==> src/rtl/writeback_stage.sv <==
// writeback_stage
// Final pipeline stage of the RV32I core, sitting directly in front of the
// register file. It registers the memory-stage result, extracts and extends
// load data, selects the writeback source and drives the register file write
// port. It also keeps a 64-bit retired-instruction counter.
//
// Ports:
//   clk, rst      clock and synchronous active-high reset
//   valid_i       memory stage presents a real instruction
//   stall_i       upstream holds its instruction; a bubble is inserted here
//   flush_i       discard the incoming instruction
//   pc_i          PC of the incoming instruction
//   rd_i          destination register
//   regwren_i     instruction writes rd
//   wbsel_i       00 ALU, 01 load, 10 PC+4, 11 treated as ALU
//   funct3_i      load size/sign (LB, LH, LW, LBU, LHU)
//   alu_res_i     ALU result, or the effective address for loads
//   memdata_i     word-aligned data read from memory
//   valid_o       registered valid of the retiring instruction
//   pc_o          registered PC
//   rd_o          register file write address
//   datawb_o      register file write data
//   regwren_o     register file write enable
//   instret_o     count of retired instructions (wraps modulo 2^64)
module writeback_stage #(
    parameter int DWIDTH = 32,
    parameter int AWIDTH = 32
) (
    input  logic              clk,
    input  logic              rst,
    input  logic              valid_i,
    input  logic              stall_i,
    input  logic              flush_i,
    input  logic [AWIDTH-1:0] pc_i,
    input  logic [4:0]        rd_i,
    input  logic              regwren_i,
    input  logic [1:0]        wbsel_i,
    input  logic [2:0]        funct3_i,
    input  logic [DWIDTH-1:0] alu_res_i,
    input  logic [DWIDTH-1:0] memdata_i,
    output logic              valid_o,
    output logic [AWIDTH-1:0] pc_o,
    output logic [4:0]        rd_o,
    output logic [DWIDTH-1:0] datawb_o,
    output logic              regwren_o,
    output logic [63:0]       instret_o
);

    localparam logic [2:0] F3_LB  = 3'b000;
    localparam logic [2:0] F3_LH  = 3'b001;
    localparam logic [2:0] F3_LBU = 3'b100;
    localparam logic [2:0] F3_LHU = 3'b101;

    localparam logic [1:0] WB_LOAD = 2'b01;
    localparam logic [1:0] WB_PC4  = 2'b10;

    logic [7:0]        load_byte;
    logic [15:0]       load_half;
    logic [DWIDTH-1:0] load_data;
    logic [AWIDTH-1:0] pc_plus4;
    logic [DWIDTH-1:0] wb_data;

    // Return address wraps within AWIDTH before being zero-extended.
    assign pc_plus4 = pc_i + AWIDTH'(4);

    // Load lane extraction. Misaligned halfword/word accesses simply drop the
    // low address bits; no trap is raised at this point in the pipeline.
    always_comb begin
        load_byte = 8'h00;
        load_half = 16'h0000;
        load_data = memdata_i;

        case (alu_res_i[1:0])
            2'd0:    load_byte = memdata_i[7:0];
            2'd1:    load_byte = memdata_i[15:8];
            2'd2:    load_byte = memdata_i[23:16];
            default: load_byte = memdata_i[31:24];
        endcase

        load_half = alu_res_i[1] ? memdata_i[31:16] : memdata_i[15:0];

        case (funct3_i)
            F3_LB:   load_data = {{(DWIDTH-8){load_byte[7]}}, load_byte};
            F3_LBU:  load_data = {{(DWIDTH-8){1'b0}}, load_byte};
            F3_LH:   load_data = {{(DWIDTH-16){load_half[15]}}, load_half};
            F3_LHU:  load_data = {{(DWIDTH-16){1'b0}}, load_half};
            default: load_data = memdata_i;
        endcase
    end

    // Writeback source select; the reserved encoding falls back to the ALU.
    always_comb begin
        wb_data = alu_res_i;
        case (wbsel_i)
            WB_LOAD: wb_data = load_data;
            WB_PC4:  wb_data = DWIDTH'(pc_plus4);
            default: wb_data = alu_res_i;
        endcase
    end

    // Pipeline register. Flush and stall both turn into a bubble that clears
    // valid and the write enable while the payload holds, so a held
    // instruction is never retired twice nor written to the register file
    // again. Writes to x0 are suppressed but the instruction still retires.
    always_ff @(posedge clk) begin
        if (rst) begin
            valid_o   <= 1'b0;
            regwren_o <= 1'b0;
            rd_o      <= 5'd0;
            pc_o      <= '0;
            datawb_o  <= '0;
            instret_o <= 64'd0;
        end else if (flush_i || stall_i) begin
            valid_o   <= 1'b0;
            regwren_o <= 1'b0;
        end else begin
            valid_o   <= valid_i;
            regwren_o <= valid_i & regwren_i & (rd_i != 5'd0);
            rd_o      <= rd_i;
            pc_o      <= pc_i;
            datawb_o  <= wb_data;
            instret_o <= instret_o + 64'(valid_i);
        end
    end

endmodule

==> config.mk <==
export PLATFORM = sky130hd
export DESIGN_NAME = writeback_stage
export DESIGN_NICKNAME = d
export VERILOG_FILES = /design/src/rtl/writeback_stage.sv
export SDC_FILE = /design/constraint.sdc
export NUM_CORES = 1
export LEC_CHECK = 0
export CAP_MARGIN = 10
export CORE_MARGIN = 2
export CORE_UTILIZATION = 50
export DETAILED_ROUTE_END_ITERATION = 10
export GPL_ROUTABILITY_DRIVEN = 0
export PLACE_DENSITY = 0.92
export SLEW_MARGIN = 20
export SYNTH_ARGS = -nofsm -noshare
export SYNTH_HDL_FRONTEND = slang
export SYNTH_SLANG_ARGS = --single-unit
==> constraint.sdc <==
create_clock -name clk -period 6.55 [get_ports clk]
set_input_delay 1.31 -clock clk [delete_from_list [all_inputs] [get_ports clk]]
set_output_delay 1.31 -clock clk [all_outputs]
set_load 0.03 [all_outputs]
==> run_results.csv, run 1 <==
group,metric,value,unit
worst_setup_path,crit_family,"simple AND/OR/NAND/NOR gates",
worst_setup_path,cpMaxStageDelayCell,"or4_1",
pwr,clock_power_share,45.6,%
worst_setup_path,cp_max_fo,76,
job,cap_violations,0,
timing,worstMarginPinSlew,0.9512,ns
timing,rsz0062_at_grt,"false",
pwr,p_comb_share,15.4,%
clock_network,ctsHoldBuffers,0,
clock_network,cts_setup_buffers,0,
clock_network,clk_latency,0.42,ns
finish,stdcell_area,10310,µm²
floorplan,io_pins,247,
place,port_buffers,246,
floorplan,coreArea,13990,µm²
pwr,peakVddDrop,0.0001843,V
global_routing,antenna_found_initial,0,
yosys,synth.largest_area_cell,"dfxtp_1",
drt,wl_per_cell,18.74,µm
pwr,power_leakage,3.402,nW
worst_setup_path,critPathMaxStageDelay,0.69,ns
timing,fin_crit_sh,61.27,%
yosys,synthArstFlopShare,0,%
worst_setup_path,critPathKind,"primary input to flop",
global_routing,grt_pass1_wl,38330,µm
pwr,power.density,213.9,nW/µm²
floorplan,die_area,15420,µm²
finish,drive_gt1_share,5.309,%
clock_network,cts_resized,0,
worst_setup_path,worstReg2RegEnd,"instret_o[53]",
yosys,ys_ff_latch,135,
timing,fin_ws,2.537,ns
yosys,ys.flop_type,"dfxtp_1",
clock_network,htreeDepth,4,
pwr,internal_power,1.642,mW
timing,slew_viol_final,0,
yosys,synthCells,932,
finish,area_delta_synth_final,42.79,%
yosys,synth.top_cell.area_share,37.44,%
pwr,p_seq_share,39.0,%
worst_setup_path,crit_chain,"clkdlybuf4s50_1 > or2_4 > nor4_4 > nand3_2 > or4_1 > a21oi_1",
worst_setup_path,critPathLaunchType,"primary input",
pwr,swShare,25.54,%
timing,setup_viol,0,
drt,drt-total-wl,24910,µm
worst_setup_path,rr_startpoint,"instret_o[13]",
min_path,hold_path_end,"pc_o[27]",
yosys,syn-num-nets,1049,
yosys,synthMostInstantiatedCell,"nand2_1",
yosys,syn_avg_cell_area,7.746,µm²
drt,ant_nets,0,
finish,n_fill_cell,1043,
min_path,worstHoldPathCells,2,
clock_network,clockBufferDepth,2,
yosys,ys_seq_area_share,37.44,%
floorplan,fp.dieH,124.2,µm
worst_setup_path,critPathBufInv,1,
timing,fin_worst_skew,0.007225,ns
pwr,netSwitchingPower,563.2,µW
place,dpl-instance-area,9688,µm²
finish,utilization,73.69,%
clock_network,cts-buffers-inserted,17,
outcome,status,"complete, no violations",
place,post-dp-hpwl,17690,µm
yosys,synthTopCellsByArea,"dfxtp_1, nand2_1, a21oi_1",
global_routing,overflow,0,
clock_network,cts-root-buf,"clkbuf_16",
floorplan,placementRows,43,
finish,diodes,0,
drt,vias_per_cell,6.147,
yosys,synth_cell_types,58,
timing,setup_tns,0,ns
min_path,hold_class,"flop to flop",
drt,drt_iter0_markers,742,
min_path,min_from,"pc_o[27]",
global_routing,grt_pass1_vias,7624,
place,dp_slack,2.176,ns
finish,instances_no_fill,1329,
clock_network,clk_pin_slew,0.06,ns
timing,max_slew_margin,36.59,%
yosys,synthTopCellsByCount,"nand2_1, dfxtp_1, a21oi_1",
yosys,syn-cell-area,7219,µm²
timing,period_minus_slack,4.013,ns
worst_setup_path,r2r_cells,5,
finish,nets,1253,
worst_setup_path,cp_data_arrival_time,4.35,ns
global_routing,grt_max_degree,77,
yosys,yosys_warnings,0,
floorplan,start_util,51.61,%
worst_setup_path,cp.required,6.89,ns
drt,drc_errors,0,
worst_setup_path,cp-end-kind,"flop",
floorplan,dieWidth,124.2,µm
clock_network,cts_tree,"yes",
yosys,synth-edff-count,0,
worst_setup_path,r2r_slack,3.48,ns
global_routing,grtUsageTotal,31.99,%
timing,final-hold-violation-count,0,
drt,dr_total_vias,8170,
place,dpl.cell_count,1297,
clock_network,clock-sinks,135,
timing,fmax,249.2,MHz
drt,drtPass1Iterations,5,
## area by class of cell
type                    instances  area, µm²  share of cell area, %
clock buffers                  25      505.5                  4.904
clock inverters                 7      115.1                  1.117
inverters                      22      82.58                 0.8011
multi-input cells             710       4188                  40.62
flip-flops and latches        135       2703                  26.22
well taps                     180      225.2                  2.185
repair buffers                250       2490                  24.15
## sequential cells by signal (all words and copies together) (netlist names)
signal	count
regwren_o	1
pc_o	32
instret_o	64
datawb_o	32
rd_o	5
valid_o	1
## worst max-delay path by stage
stage	startpoint	to	cells after the start
final	stall_i	instret_o[53]	6
after global routing	stall_i	instret_o[51]	6
after CTS	stall_i	instret_o[53]	6
after detailed placement	stall_i	instret_o[57]	6
after global placement	stall_i	instret_o[63]	6
after floorplan	valid_i	instret_o[52]	8
## placed cells by master (no fill, tap or decap), types with 5 or more instances in the layout
| master | count |
|---|---|
| a211oi_1 | 15 |
| a21oi_1 | 98 |
| a221oi_1 | 7 |
| a31oi_1 | 10 |
| and2_1 | 7 |
| and4_1 | 12 |
| buf_4 | 5 |
| clkbuf_16 | 17 |
| clkbuf_8 | 5 |
| clkdlybuf4s50_1 | 245 |
| dfxtp_1 | 135 |
| ha_1 | 5 |
| inv_1 | 22 |
| mux2_2 | 14 |
| nand2_1 | 146 |
| nand2b_1 | 8 |
| nand3_1 | 29 |
| nand4_1 | 24 |
| nor2_1 | 47 |
| nor3_1 | 21 |
| nor4_1 | 13 |
| o21ai_0 | 70 |
| o31a_1 | 6 |
| o31ai_1 | 21 |
| or3_1 | 30 |
| or4_1 | 22 |
| xnor2_1 | 24 |
| xor2_1 | 20 |
## power groups by stage
stage / Sequential, mW / Clock, mW / Combinational, mW
floorplan: 0.923 / 0 / 0.118
global placement: 0.877 / 0 / 0.329
detailed placement: 0.877 / 0 / 0.334
CTS: 0.860 / 1.01 / 0.337
global route: 0.862 / 1.04 / 0.360
finish: 0.860 / 1.00 / 0.340
## worst min-delay path, delay by kind of cell (launching register included)
kind               cells  cell delay (ns)
AOI/OAI and AO/OA      1             0.05
DFF                    1             0.30
and+or+nand+nor        1             0.05
## per-layer routing
| metal | vias up | track usage [%] | share of wire [%] |
|---|---|---|---|
| met2 | 445 | 54.68 | 48 |
| met4 | 0 | 13.97 | 3.7 |
| met1 | 3840 | 36.78 | 39 |
| met5 | - | 0 | 0 |
| met3 | 74 | 9.799 | 9.3 |
| li1 | 3811 | - | - |
## metrics by stage
stage                     total power [mW]  hold slack [ns]
after floorplan                      1.041           0.5819
after global placement               1.206           0.4335
after detailed placement             1.211           0.4476
after CTS                            2.206           0.4552
after global routing                 2.263           0.4725
final                                2.205           0.4532
## logic make-up (layout without fill, tap and decap cells)
logic type / after synthesis / after routing / share of synthesized area [%]
AO/OA/AOI/OAI: 263 / 263 / 21.91
XOR/XNOR: 44 / 44 / 5.338
adder cells (fa/ha/maj): 5 / 5 / 0.8666
buffers and inverters: 87 / 304 / 4.662
flip-flops: 135 / 135 / 37.43
multiplexers: 15 / 15 / 2.322
AND/OR/NAND/NOR: 383 / 383 / 27.47
(Power assumes the default switching activity.)
==> inputs of run 2 (changes only) <==
--- a/config.mk
+++ b/config.mk
@@ -7,10 +7,10 @@
 export LEC_CHECK = 0
 export CAP_MARGIN = 10
 export CORE_MARGIN = 2
-export CORE_UTILIZATION = 50
+export CORE_UTILIZATION = 46
 export DETAILED_ROUTE_END_ITERATION = 10
 export GPL_ROUTABILITY_DRIVEN = 0
-export PLACE_DENSITY = 0.92
+export PLACE_DENSITY = 0.86
 export SLEW_MARGIN = 20
 export SYNTH_ARGS = -nofsm -noshare
 export SYNTH_HDL_FRONTEND = slang
==> constraint.sdc (replaced) <==
create_clock -name clk -period 4.2 [get_ports clk]
set_input_delay 0.84 -clock clk [delete_from_list [all_inputs] [get_ports clk]]
set_output_delay 0.84 -clock clk [all_outputs]
set_load 0.03 [all_outputs]
==> run 2 against run 1 <==
- sequential share of layout area fell by 0.23 points
- sequential cell count did not move
- non-clock buffer count up 3
- critical path depth rose by 3
- hold slack worse by 0.0010 ns
- critical endpoint is now instret_o[54]
- count of clock-buffer cells in the layout down 6
- die area up 8.4%
- critical path type unchanged
- via count shrank 1.6%
- global-route usage down 2.4 points
- cell area rose by 0.87%
==> run_results.csv, run 2 (synthesis results as in run 1) <==
group,metric,value,unit
clock_network,cts-root-buf,"clkbuf_16",
place,dp_slack,0.6842,ns
worst_setup_path,cpMaxStageDelayCell,"or4_1",
worst_setup_path,cp_data_arrival_time,3.47,ns
worst_setup_path,r2r_slack,1.29,ns
worst_setup_path,r2r_cells,5,
finish,drive_gt1_share,5.816,%
clock_network,cts-buffers-inserted,17,
floorplan,placementRows,45,
timing,fin_crit_sh,74.35,%
timing,final-hold-violation-count,0,
floorplan,start_util,47.31,%
clock_network,cts_tree,"yes",
timing,worstMarginPinSlew,0.7952,ns
drt,vias_per_cell,5.899,
clock_network,htreeDepth,4,
worst_setup_path,cp.required,4.54,ns
global_routing,grtUsageTotal,29.59,%
worst_setup_path,crit_chain,"clkdlybuf4s50_1 > ha_1 > ha_1 > nand3_1 > nor3_1 > buf_4 > nand3_2 > or4_1 > a21oi_1",
timing,whs,0.4522,ns
finish,utilization,68.15,%
min_path,hold_path_end,"pc_o[30]",
finish,largest-register,"instret_o",
global_routing,grt_max_degree,78,
finish,final_common_cell,"clkdlybuf4s50_1",
worst_setup_path,path_common_cell,"ha_1",
worst_setup_path,critPathKind,"primary input to flop",
drt,ant_nets,0,
timing,period_minus_slack,3.123,ns
place,port_buffers,246,
pwr,power.density,336.2,nW/µm²
min_path,hold_class,"flop to flop",
clock_network,cts_setup_buffers,0,
drt,dr_total_vias,8041,
global_routing,grt_pass1_wl,38870,µm
worst_setup_path,critPathLaunchType,"primary input",
clock_network,clockBufferDepth,2,
finish,top_regs,"instret_o: 64 flops, datawb_o: 32 flops, pc_o: 32 flops",
worst_setup_path,critPathMaxStageDelay,0.67,ns
outcome,status,"complete, no violations",
pwr,power_leakage,3.420,nW
timing,fmax,320.3,MHz
min_path,min_from,"pc_o[30]",
floorplan,fp.dieH,129.3,µm
worst_setup_path,cp_max_fo,32,
floorplan,io_pins,247,
global_routing,overflow,0,
finish,largest_reg_flops,64,
place,post-dp-hpwl,17980,µm
drt,drtPass1Iterations,5,
worst_setup_path,crit_family,"simple AND/OR/NAND/NOR gates",
clock_network,cts_resized,0,
worst_setup_path,worstReg2RegEnd,"instret_o[54]",
finish,final_cell_mix,"clkdlybuf4s50_1, nand2_1, dfxtp_1, a21oi_1, o21ai_0",
timing,max_slew_margin,46.99,%
worst_setup_path,rr_startpoint,"instret_o[13]",
worst_setup_path,cp-end-kind,"flop",
clock_network,clock-sinks,135,
timing,slew_viol_final,0,
timing,fin_worst_skew,0.006312,ns
drt,drt_iter0_markers,773,
timing,setup_tns,0,ns
job,cap_violations,0,
finish,nets,1256,
drt,wl_per_cell,18.17,µm
clock_network,clk_latency,0.42,ns
floorplan,dieWidth,129.3,µm
clock_network,ctsHoldBuffers,0,
finish,area_delta_synth_final,44.04,%
floorplan,die_area,16710,µm²
global_routing,antenna_found_initial,0,
global_routing,grt_pass1_vias,7481,
pwr,peakVddDrop,0.0002594,V
min_path,worstHoldPathCells,2,
drt,drc_errors,0,
worst_setup_path,critPathBufInv,2,
floorplan,coreArea,15260,µm²
finish,diodes,0,
drt,drt-total-wl,24760,µm
clock_network,clk_pin_slew,0.06,ns
timing,setup_viol,0,
timing,rsz0062_at_grt,"false",
timing,fin_ws,1.077,ns
[run 2: cell count changes in the layout (fill, tap and decap cells not counted), sizes merged]
cell,delta
bufinv,+1
clkinv,-1
clkinvlp,+1
clkbuf,-6
buf,+3
inv,+5
[run 2: power by group]
part           switching [mW]  total (mW)  internal, mW  leakage (nW)
registers              0.0230        1.34          1.32          1.10
clock network           0.601        1.62          1.02         0.301
logic                   0.301       0.536         0.234          2.02
[run 2: worst max path at each step]
| stage | to | depth (start not counted) | slack, ns | startpoint |
|---|---|---|---|---|
| floorplan | instret_o[52] | 8 | 1.60 | valid_i |
| CTS | instret_o[56] | 9 | 1.12 | valid_i |
| finish | instret_o[54] | 9 | 1.08 | valid_i |
| detailed placement | instret_o[56] | 9 | 0.68 | valid_i |
| global placement | instret_o[58] | 9 | 0.74 | valid_i |
| global route | instret_o[60] | 9 | 0.88 | valid_i |
[run 2: final cells by class]
class | count | area (µm²)
clock buffers | 19 | 442.9
fillers | 1213 | 4860
multi-input cells | 710 | 4190
well taps | 211 | 264.0
inverters | 22 | 82.58
flip-flops and latches | 135 | 2703
repair buffers | 253 | 2525
clock inverters | 13 | 191.4
[run 2: worst reg2reg max path, cell delays in order (launching register included)]
cell,delay (ns)
dfxtp_1,0.46
nand4_2,0.20
nor4_4,0.72
nand3_2,0.63
or4_1,0.68
a21oi_1,0.16
[run 2: metrics by stage]
step / std cells / power (mW) / instance area, µm²
floorplan: 932 / 1.624 / 7219
global placement: 1331 / 1.891 / 9762
detailed placement: 1331 / 1.896 / 9762
CTS: 1363 / 3.507 / 10400
global route: 1363 / 3.607 / 10400
finish: 1363 / 3.497 / 10400
[run 2: metal layers]
layer / vias to the layer above / track usage (%) / share of wire [%]
li1: 3807 / - / -
met2: 423 / 50.19 / 48
met1: 3761 / 35.78 / 39
met3: 50 / 8.960 / 9.8
met4: 0 / 10.04 / 2.7
met5: - / 0 / 0
==> inputs of run 3 (changes only) <==
==> constraint.sdc (replaced) <==
create_clock -name clk -period 3.2 [get_ports clk]
set_input_delay 0.64 -clock clk [delete_from_list [all_inputs] [get_ports clk]]
set_output_delay 0.64 -clock clk [all_outputs]
set_load 0.03 [all_outputs]
==> run 3 against run 2 <==
- final cell count increased by 1.5%
- first-iteration DRC count up 20%
- die area did not move
- via count rose by 1.9%
- critical endpoint is now instret_o[56]
- largest power group unchanged
==> run_results.csv, run 3 (synthesis results as in run 1) <==
group,metric,value,unit
outcome,status,"complete, no violations",
finish,instances_no_fill,1384,
pwr,netSwitchingPower,1.238,mW
clock_network,cts-buffers-inserted,17,
pwr,power.density,430.0,nW/µm²
floorplan,dieWidth,129.3,µm
timing,period_minus_slack,2.804,ns
finish,area_delta_synth_final,45.91,%
floorplan,placementRows,45,
drt,dr_total_vias,8195,
place,post-dp-hpwl,18400,µm
floorplan,coreArea,15260,µm²
finish,largest-register,"instret_o",
worst_setup_path,critPathLaunchType,"primary input",
worst_setup_path,cpMaxStageDelayCell,"or4_1",
clock_network,ctsHoldBuffers,0,
pwr,clock_power_share,45.2,%
global_routing,grtUsageTotal,30.29,%
drt,wl_per_cell,18.22,µm
timing,slew_viol_final,0,
floorplan,die_area,16710,µm²
finish,diodes,0,
clock_network,clockBufferDepth,2,
drt,ant_nets,0,
worst_setup_path,crit_family,"buffers and inverters",
clock_network,clock-sinks,135,
min_path,hold_class,"flop to flop",
drt,drtPass1Iterations,5,
place,dpl.cell_count,1352,
clock_network,clk_pin_slew,0.06,ns
finish,nets,1277,
clock_network,htreeDepth,4,
global_routing,grt_max_degree,69,
timing,setup_viol,0,
timing,fin_worst_skew,0.007800,ns
clock_network,cts_setup_buffers,0,
worst_setup_path,crit_chain,"clkdlybuf4s50_1 > ha_1 > ha_1 > nand3_1 > nor3_1 > buf_4 > nand3_2 > buf_4 > or4_1 > a21oi_1",
finish,largest_reg_flops,64,
global_routing,grt_pass1_vias,7755,
floorplan,start_util,47.31,%
timing,final-hold-violation-count,0,
drt,vias_per_cell,5.921,
drt,drc_errors,0,
drt,drt_iter0_markers,926,
timing,fin_crit_sh,87.62,%
timing,rsz0062_at_grt,"false",
pwr,power_leakage,3.507,nW
timing,fmax,356.7,MHz
pwr,p_seq_share,38.8,%
finish,drive_gt1_share,7.502,%
floorplan,io_pins,247,
timing,worstMarginPinSlew,0.6690,ns
clock_network,cts_tree,"yes",
pwr,p_comb_share,16.0,%
worst_setup_path,critPathKind,"primary input to flop",
pwr,peakVddDrop,0.0004477,V
worst_setup_path,cp.required,3.54,ns
finish,n_fill_cell,1216,
worst_setup_path,cp-end-kind,"flop",
pwr,finalPower,4.529,mW
timing,max_slew_margin,55.23,%
clock_network,clk_latency,0.42,ns
floorplan,fp.dieH,129.3,µm
pwr,swShare,27.33,%
global_routing,overflow,0,
place,port_buffers,246,
global_routing,antenna_found_initial,0,
finish,final_cell_mix,"clkdlybuf4s50_1, nand2_1, dfxtp_1, a21oi_1, o21ai_0",
pwr,internal_power,3.291,mW
finish,utilization,69.04,%
timing,setup_tns,0,ns
worst_setup_path,cp_data_arrival_time,3.15,ns
global_routing,grt_pass1_wl,40000,µm
finish,final_common_cell,"clkdlybuf4s50_1",
clock_network,cts_resized,0,
timing,whs,0.4528,ns
drt,drt-total-wl,25220,µm
worst_setup_path,cp_max_fo,32,
clock_network,cts-root-buf,"clkbuf_16",
finish,top_regs,"instret_o: 64 flops, datawb_o: 32 flops, pc_o: 32 flops",
job,cap_violations,0,
worst_setup_path,critPathMaxStageDelay,0.57,ns
worst_setup_path,critPathBufInv,3,
[run 3: power by group through the flow]
stage               sequential, mW  clock [mW]  combinational, mW
floorplan                     1.89           0              0.242
global placement              1.79           0              0.705
detailed placement            1.79           0              0.711
CTS                           1.76        2.07              0.716
global route                  1.76        2.15              0.767
finish                        1.76        2.05              0.722
[run 3: final timing paths]
path                                    start             to  slack (ns)  depth (start not counted)
worst min register to register       pc_o[27]       pc_o[27]        0.45                          2
worst max register to register  instret_o[27]  instret_o[62]        0.67                          6
worst max-delay path                  valid_i  instret_o[56]        0.40                         10
worst min-delay path                 pc_o[27]       pc_o[27]        0.45                          2
[run 3: worst reg2reg max path: cells and delay by family (launching register included)]
family / cells / cell delay, ns
flip-flops: 1 / 0.42
buffers and inverters: 1 / 0.17
AO/OA/AOI/OAI: 1 / 0.16
AND/OR/NAND/NOR: 4 / 1.72
[run 3: per-stage QoR]
| stage | area (µm²) | setup WS [ns] |
|---|---|---|
| floorplan | 7219 | 0.7972 |
| global placement | 9920 | 0.2041 |
| detailed placement | 9920 | 0.1084 |
| CTS | 10530 | 0.4181 |
| global route | 10530 | 0.2748 |
| finish | 10530 | 0.3961 |
[run 3: routing by layer]
layer  up-vias  GRT usage [%]  wire length, µm
li1       3859              -                -
met1      3837          35.45             9813
met2       418          50.77            12010
met3        81          9.083             2316
met4         0          14.58             1074
met5         -              0                0
[run 3: final cells by class]
class	instances	area, µm²	area share [%]
Multi-Input combinational cell	710	4188	39.76
Sequential cell	135	2703	25.66
Timing Repair Buffer	274	2683	25.47
Clock buffer	17	425.4	4.038
Tap cell	211	264.0	2.506
Clock inverter	15	188.9	1.794
Inverter	22	82.58	0.7839
